### config.mk
export PLATFORM = sky130hd
export DESIGN_NAME = debug_host_link
export DESIGN_NICKNAME = d
export VERILOG_FILES = /design/src/rtl/debug_host_link.sv
export SDC_FILE = /design/constraint.sdc
export NUM_CORES = 1
export LEC_CHECK = 0
export CAP_MARGIN = 20
export CORE_UTILIZATION = 49
export CTS_CLUSTER_SIZE = 25
export DETAILED_ROUTE_END_ITERATION = 16
export GPL_ROUTABILITY_DRIVEN = 0
export GPL_TIMING_DRIVEN = 0
export PLACE_DENSITY = 0.77
export SYNTH_ARGS = -nofsm -noshare
export SYNTH_HDL_FRONTEND = slang
export SYNTH_SLANG_ARGS = --single-unit
### constraint.sdc
create_clock -name clk -period 4.55 [get_ports clk]
set_input_delay 0.91 -clock clk [delete_from_list [all_inputs] [get_ports clk]]
set_output_delay 0.91 -clock clk [all_outputs]
set_load 0.01 [all_outputs]
### src/rtl/debug_host_link.sv
// debug_host_link: hardware stand-in for the PC side of the MIPS debug-unit UART link.
// It streams a program from a local ROM to the debug unit, then issues run, step and
// reprogram commands. It also reassembles the returned debug frame into 32-bit words.
// Ports:
//   clk, reset (async, active-low)
//   start/mode_step/run/step_req/step_exit/reprogram : controller requests (pulses)
//   prog_addr/prog_data : instruction ROM interface (1-cycle read latency)
//   tx_start/tx_data/tx_done : UART transmitter handshake
//   rx_done/rx_data : UART receiver byte strobe
//   word_out/word_idx/word_valid/frame_done : reassembled frame stream
//   busy, error (sticky: bit0 program overflow, bit1 rx timeout), state_out
module debug_host_link #(
  parameter int unsigned len                = 32,
  parameter int unsigned LEN_DATA           = 8,
  parameter int unsigned cant_instrucciones = 64,
  parameter int unsigned cant_regs          = 32,
  parameter int unsigned cant_mem_datos     = 16,
  parameter int unsigned nb_header_words    = 6,
  parameter int unsigned RX_TIMEOUT         = 1000000
) (
  input  logic                                  clk,
  input  logic                                  reset,
  input  logic                                  start,
  input  logic                                  mode_step,
  input  logic                                  run,
  input  logic                                  step_req,
  input  logic                                  step_exit,
  input  logic                                  reprogram,
  output logic [$clog2(cant_instrucciones)-1:0] prog_addr,
  input  logic [len-1:0]                        prog_data,
  output logic                                  tx_start,
  output logic [LEN_DATA-1:0]                   tx_data,
  input  logic                                  tx_done,
  input  logic                                  rx_done,
  input  logic [LEN_DATA-1:0]                   rx_data,
  output logic [len-1:0]                        word_out,
  output logic [5:0]                            word_idx,
  output logic                                  word_valid,
  output logic                                  frame_done,
  output logic                                  busy,
  output logic [1:0]                            error,
  output logic [3:0]                            state_out
);

  localparam int unsigned AW       = $clog2(cant_instrucciones);
  localparam int unsigned BPW      = len / LEN_DATA;
  localparam int unsigned CW       = $clog2(BPW);
  localparam int unsigned TW       = $clog2(RX_TIMEOUT + 1);
  localparam int unsigned NB_WORDS = nb_header_words + cant_regs + cant_mem_datos;

  localparam logic [LEN_DATA-1:0] CMD_START   = LEN_DATA'(8'h01);
  localparam logic [LEN_DATA-1:0] CMD_CONT    = LEN_DATA'(8'h02);
  localparam logic [LEN_DATA-1:0] CMD_STEPMOD = LEN_DATA'(8'h03);
  localparam logic [LEN_DATA-1:0] CMD_REPROG  = LEN_DATA'(8'h05);
  localparam logic [LEN_DATA-1:0] CMD_STEP    = LEN_DATA'(8'h06);

  typedef enum logic [3:0] {
    IDLE        = 4'd0,
    SEND_START  = 4'd1,
    FETCH       = 4'd2,
    SEND_INS    = 4'd3,
    CHECK       = 4'd4,
    READY       = 4'd5,
    SEND_REPROG = 4'd6,
    SEND_RUN    = 4'd7,
    STEP_WAIT   = 4'd8,
    SEND_STEP   = 4'd9,
    RECV        = 4'd10
  } state_t;

  state_t            state, state_n;
  logic [AW-1:0]     prog_addr_n;
  logic [len-1:0]    instr, instr_n;
  logic [CW-1:0]     ins_cnt, ins_cnt_n;
  logic              tx_wait, tx_wait_n;
  logic              fetch_wait, fetch_wait_n;
  logic              step_mode, step_mode_n;
  logic [CW-1:0]     rx_cnt, rx_cnt_n;
  logic [len-1:0]    word_buf, word_buf_n;
  logic [5:0]        wcnt, wcnt_n;
  logic [TW-1:0]     idle_cnt, idle_cnt_n;
  logic              tx_start_n;
  logic [LEN_DATA-1:0] tx_data_n;
  logic [len-1:0]    word_out_n;
  logic [5:0]        word_idx_n;
  logic              word_valid_n, frame_done_n, busy_n;
  logic [1:0]        error_n;

  assign state_out = state;

  // State and registered outputs
  always_ff @(posedge clk or negedge reset) begin
    if (!reset) begin
      state      <= IDLE;
      prog_addr  <= '0;
      instr      <= '0;
      ins_cnt    <= '0;
      tx_wait    <= 1'b0;
      fetch_wait <= 1'b0;
      step_mode  <= 1'b0;
      rx_cnt     <= '0;
      word_buf   <= '0;
      wcnt       <= '0;
      idle_cnt   <= '0;
      tx_start   <= 1'b0;
      tx_data    <= '0;
      word_out   <= '0;
      word_idx   <= '0;
      word_valid <= 1'b0;
      frame_done <= 1'b0;
      busy       <= 1'b0;
      error      <= '0;
    end else begin
      state      <= state_n;
      prog_addr  <= prog_addr_n;
      instr      <= instr_n;
      ins_cnt    <= ins_cnt_n;
      tx_wait    <= tx_wait_n;
      fetch_wait <= fetch_wait_n;
      step_mode  <= step_mode_n;
      rx_cnt     <= rx_cnt_n;
      word_buf   <= word_buf_n;
      wcnt       <= wcnt_n;
      idle_cnt   <= idle_cnt_n;
      tx_start   <= tx_start_n;
      tx_data    <= tx_data_n;
      word_out   <= word_out_n;
      word_idx   <= word_idx_n;
      word_valid <= word_valid_n;
      frame_done <= frame_done_n;
      busy       <= busy_n;
      error      <= error_n;
    end
  end

  // Next-state and output logic. Every send state issues one tx_start,
  // then holds tx_data until the UART reports tx_done.
  always_comb begin
    state_n      = state;
    prog_addr_n  = prog_addr;
    instr_n      = instr;
    ins_cnt_n    = ins_cnt;
    tx_wait_n    = tx_wait;
    fetch_wait_n = fetch_wait;
    step_mode_n  = step_mode;
    rx_cnt_n     = rx_cnt;
    word_buf_n   = word_buf;
    wcnt_n       = wcnt;
    idle_cnt_n   = idle_cnt;
    tx_start_n   = 1'b0;
    tx_data_n    = tx_data;
    word_out_n   = word_out;
    word_idx_n   = word_idx;
    word_valid_n = 1'b0;
    frame_done_n = 1'b0;
    error_n      = error;

    unique case (state)
      IDLE: begin
        if (start) begin
          state_n     = SEND_START;
          prog_addr_n = '0;
          error_n     = '0;
          tx_wait_n   = 1'b0;
        end
      end

      SEND_START: begin
        if (!tx_wait) begin
          tx_start_n = 1'b1;
          tx_data_n  = CMD_START;
          tx_wait_n  = 1'b1;
        end else if (tx_done) begin
          tx_wait_n    = 1'b0;
          fetch_wait_n = 1'b0;
          state_n      = FETCH;
        end
      end

      // First cycle lets the ROM register the address; second latches the data.
      FETCH: begin
        if (!fetch_wait) begin
          fetch_wait_n = 1'b1;
        end else begin
          instr_n   = prog_data;
          ins_cnt_n = '0;
          tx_wait_n = 1'b0;
          state_n   = SEND_INS;
        end
      end

      SEND_INS: begin
        if (!tx_wait) begin
          tx_start_n = 1'b1;
          tx_data_n  = instr[ins_cnt*LEN_DATA +: LEN_DATA];
          tx_wait_n  = 1'b1;
        end else if (tx_done) begin
          tx_wait_n = 1'b0;
          if (ins_cnt == CW'(BPW - 1)) begin
            state_n = CHECK;
          end else begin
            ins_cnt_n = ins_cnt + CW'(1);
          end
        end
      end

      // Halt opcode ends the program; running off the ROM end flags overflow.
      CHECK: begin
        if (instr[len-1 -: 6] == 6'h3F) begin
          state_n = READY;
        end else if (prog_addr == AW'(cant_instrucciones - 1)) begin
          error_n[0] = 1'b1;
          state_n    = READY;
        end else begin
          prog_addr_n  = prog_addr + AW'(1);
          fetch_wait_n = 1'b0;
          state_n      = FETCH;
        end
      end

      READY: begin
        tx_wait_n = 1'b0;
        if (reprogram) begin
          state_n = SEND_REPROG;
        end else if (run) begin
          step_mode_n = mode_step;
          state_n     = SEND_RUN;
        end
      end

      SEND_REPROG: begin
        if (!tx_wait) begin
          tx_start_n = 1'b1;
          tx_data_n  = CMD_REPROG;
          tx_wait_n  = 1'b1;
        end else if (tx_done) begin
          tx_wait_n   = 1'b0;
          prog_addr_n = '0;
          state_n     = SEND_START;
        end
      end

      SEND_RUN: begin
        if (!tx_wait) begin
          tx_start_n = 1'b1;
          tx_data_n  = step_mode ? CMD_STEPMOD : CMD_CONT;
          tx_wait_n  = 1'b1;
        end else if (tx_done) begin
          tx_wait_n = 1'b0;
          if (step_mode) begin
            state_n = STEP_WAIT;
          end else begin
            rx_cnt_n   = '0;
            wcnt_n     = '0;
            idle_cnt_n = '0;
            state_n    = RECV;
          end
        end
      end

      STEP_WAIT: begin
        tx_wait_n = 1'b0;
        if (step_exit) begin
          state_n = READY;
        end else if (step_req) begin
          state_n = SEND_STEP;
        end
      end

      SEND_STEP: begin
        if (!tx_wait) begin
          tx_start_n = 1'b1;
          tx_data_n  = CMD_STEP;
          tx_wait_n  = 1'b1;
        end else if (tx_done) begin
          tx_wait_n  = 1'b0;
          rx_cnt_n   = '0;
          wcnt_n     = '0;
          idle_cnt_n = '0;
          state_n    = RECV;
        end
      end

      // Bytes arrive LSB first; a completed word is presented the next cycle.
      RECV: begin
        if (rx_done) begin
          idle_cnt_n = '0;
          word_buf_n[rx_cnt*LEN_DATA +: LEN_DATA] = rx_data;
          rx_cnt_n = rx_cnt + CW'(1);
          if (rx_cnt == CW'(BPW - 1)) begin
            word_out_n   = word_buf_n;
            word_idx_n   = wcnt;
            word_valid_n = 1'b1;
            wcnt_n       = wcnt + 6'd1;
            if (wcnt == 6'(NB_WORDS - 1)) begin
              frame_done_n = 1'b1;
              state_n      = step_mode ? STEP_WAIT : READY;
            end
          end
        end else if (idle_cnt == TW'(RX_TIMEOUT - 1)) begin
          error_n[1] = 1'b1;
          rx_cnt_n   = '0;
          state_n    = READY;
        end else begin
          idle_cnt_n = idle_cnt + TW'(1);
        end
      end

      default: state_n = IDLE;
    endcase

    busy_n = (state_n != IDLE) && (state_n != READY) && (state_n != STEP_WAIT);
  end

endmodule
==> results by group <==
Timing
  • Fmax: between 300 and 400 MHz
  • Final Cycle Share: 61.9%
  • Final Hold Viols: 0
  • Worst relative slew slack: 36.3%
  • Final setup vio count: 0
  • RSZ-0062 raised after global routing: no
  • Final Max Tran Viols: 0
  • Slew @ Worst Pin: roughly 0.95 ns
  • Final Critical Period: between 2 and 3 ns
  • Clock Skew: just over 0.008 ns

Clock tree
  • CTS Hold Bufs: 0
  • CTS tree: done
  • Root Buffer: clkbuf_16
  • Clk buf depth: 2
  • Worst skew pair latency: approximately 0.43 ns
  • Inserted Clock Buffers: 17
  • Clk sinks: roughly 150
  • Post_cts resized: 0
  • Worst-path clk slew: around 0.06 ns
  • # H-tree levels: 4
  • Setup Buffers After CTS: 0

Run status
  • Outcome: finished, final reports clean

Synthesis
  • Synth Area in XOR/XNOR: approximately 1.2%
  • Post-Syn Area per Cell: roughly 10 um^2
  • Compound-Gate Fraction of Synth Area: between 10% and 20%
  • Post-synth top flop: dfrtp_1
  • Synth Warn #: 0
  • Number of enable flip-flop cells after synthesis: 0
  • Post-synthesis simple-gate area fraction: between 10% and 20%
  • Cells after Synth: between 700 and 800
  • Largest cells by area after synthesis: dfrtp_1, o21ai_0, nand2_1
  • Seq/Total Area, Yosys: between 50% and 60%
  • Syn nets: a little under 800
  • Post-synthesis mux area share: 7.98%
  • Synth area leader: dfrtp_1
  • Post-synth ARST share: 100%
  • Library cells used by synthesis: 55
  • Number of synthesized register bits: ~150
  • Post-Synth Adder-Cell Area: around 1.7%
  • Mapped Area: 7180 um^2
  • Combinational family with the most area after synthesis: simple AND/OR/NAND/NOR gates
  • Top-area cell type share of the netlist area: approximately 53%

Worst setup path
  • Most used cell, CP: nand2_1
  • Endpoint class of the critical path: flop
  • CP Launch Type: input port
  • Slowest cell delay on critical path: between 0.6 and 0.7 ns
  • CP Cell Sequence: clkdlybuf4s50_1, inv_1, nor2_1, nand2_1, clkbuf_1, nand2_1, o21ai_0
  • Worst Path Class, Setup: in2reg
  • CP Max Fanout: 10
  • Critical Path RT: between 4 and 5 ns
  • Worst EP arrival: between 3 and 4 ns
  • CP max-delay cell: clkdlybuf4s50_1

Global route
  • Antenna violations before repair: 0
  • Total gr overflow: 0
  • First-pass GRT wire length: just under 30000 um
  • GRT Resource Usage Total: around a quarter
  • Largest net degree at the start of global routing: slightly below 90
  • Vias in the first global route: roughly 6000

Pwr
  • Power per cell area: 509 nW/um^2
  • Leakage: 3.89 nW
  • Maximum vdd drop: between 300 and 400 uV

Cells and area
  • Fraction of layout cells with a size suffix above 1: 10.1%
  • Final core occ: roughly 64%
  • Commonest non-fill, non-tap cell in the layout: dfrtp_1
  • Leading cell types in the layout, fill and taps excluded: dfrtp_1, nand2_1, clkdlybuf4s50_1, o21ai_0
  • Nets: roughly 900
  • N_diodes: 0
  • Non-Filler Instances: 1029
  • Area Growth Syn to Fin: 25.8%

Die
  • Site row count: 43
  • Initial Utilization: between 50% and 60%
  • Die area: 15100 um^2
  • Die height: around 120 um
  • Die W: around 120 um
  • I/O pin count: roughly 110
  • CORE AREA: about 14000 um^2

Detailed routing
  • Total routed wirelength: between 15000 and 20000 um
  • Total vias in the final route: approximately 6100
  • DRC Markers: 0
  • DR WL/cell: 17.2 um
  • DR pass1 iterations: 5
  • Initial drt markers: about 580
  • Via density per instance: 5.97
  • Antenna viol nets, final: 0

Place
  • IO buf count: around 100
  • Cells after DPL: ~1000
  • HPWL after detailed placement: ~12000 um

Worst hold path
  • Worst Hold Class: in2async

Job
  • Max-cap violations: 0
-- metal layers --
layer	up-vias	GRT usage, %	part of all wire, %
met1	3071	31.8	42
li1	2781	-	-
met5	-	0	0
met2	260	40.0	48
met3	36	6.46	7.1
met4	0	11.1	2.1
-- worst paths after layout --
check | start | end | slack (ns) | cells after the start
worst min-delay path | reset | prog_addr[3] | 0.45 | 1
worst min register to register | word_idx[2] | word_idx[2] | 0.48 | 2
worst max-delay path | rx_done | word_out[17] | 1.73 | 7
max in group asynchronous | reset | tx_wait | 3.27 | 2
worst max register to register | rx_cnt[0] | word_buf[6] | 1.87 | 7
min in group clk | word_idx[2] | word_idx[2] | 0.48 | 2
-- power by group --
part           internal (mW)  switching (mW)  total, mW
Combinational          0.697           0.716       1.41
Sequential              1.62           0.212       1.83
Clock                  0.773           0.574       1.35
-- cells in the mapped netlist, types with 2 or more instances --
library cell / n
a21oi_1: 37
a22o_1: 29
a31oi_1: 7
and2_1: 7
and3_1: 8
and4_1: 2
and4b_1: 2
buf_1: 11
buf_2: 4
buf_6: 2
clkbuf_1: 25
dfrtp_1: 151
ha_1: 10
inv_1: 17
mux2_2: 34
mux4_2: 8
nand2_1: 107
nand2b_1: 8
nand3_1: 20
nand4_1: 14
nand4b_1: 6
nor2_1: 37
nor2b_1: 27
nor3_1: 5
nor4_1: 3
o211ai_1: 3
o21ai_0: 82
o21ai_1: 2
o31ai_1: 7
or2_2: 2
or3_1: 2
or4_1: 3
xnor2_1: 2
xor2_1: 8
-- cells by family after synthesis --
family / count (synthesis)
simple gates: 262
compound gates: 178
flops: 151
buf+inv: 59
mux: 43
xor+xnor: 10
fa+ha+maj: 10
-- worst max-delay path, delay by kind of cell --
kind            cells  cell delay (ns)
compound gates      1             0.10
simple gates        3             0.98
buf+inv             3             1.10
-- area by class of cell --
type / count / area, um^2
Multi-Input combinational cell: 503 / 3160
Clock inverter: 12 / 119
Tap cell: 180 / 225
Buffer: 42 / 178
Timing Repair Buffer: 104 / 1060
Clock buffer: 20 / 447
Inverter: 17 / 63.8
Fill cell: 1093 / 5060
Sequential cell: 151 / 3780
-- per-stage QoR --
step / power [mW] / TNS, ns / setup WS (ns) / cell area [um^2] / hold slack [ns]
floorplan: 2.76 / 0 / 2.19 / 7180 / 0.458
global placement: 3.18 / -479.24 / -3.18 / 8440 / 0.459
detailed placement: 3.24 / 0 / 1.29 / 8470 / 0.464
CTS: 4.60 / 0 / 1.74 / 9030 / 0.479
global route: 4.84 / 0 / 1.56 / 9030 / 0.508
finish: 4.59 / 0 / 1.73 / 9030 / 0.455
-- state kept, by name (all words and copies together) (netlist names) --
| signal | count |
|---|---|
| instr | 32 |
| word_out | 32 |
| word_buf | 24 |
| idle_cnt | 20 |
| tx_data | 8 |
| prog_addr | 6 |
| wcnt | 6 |
| word_idx | 6 |
| state_out | 4 |
| error | 2 |
| ins_cnt | 2 |
| rx_cnt | 2 |
| busy | 1 |
| fetch_wait | 1 |
| frame_done | 1 |
| step_mode | 1 |
| tx_start | 1 |
| tx_wait | 1 |
| word_valid | 1 |
Power figures use the tool's default switching activity.
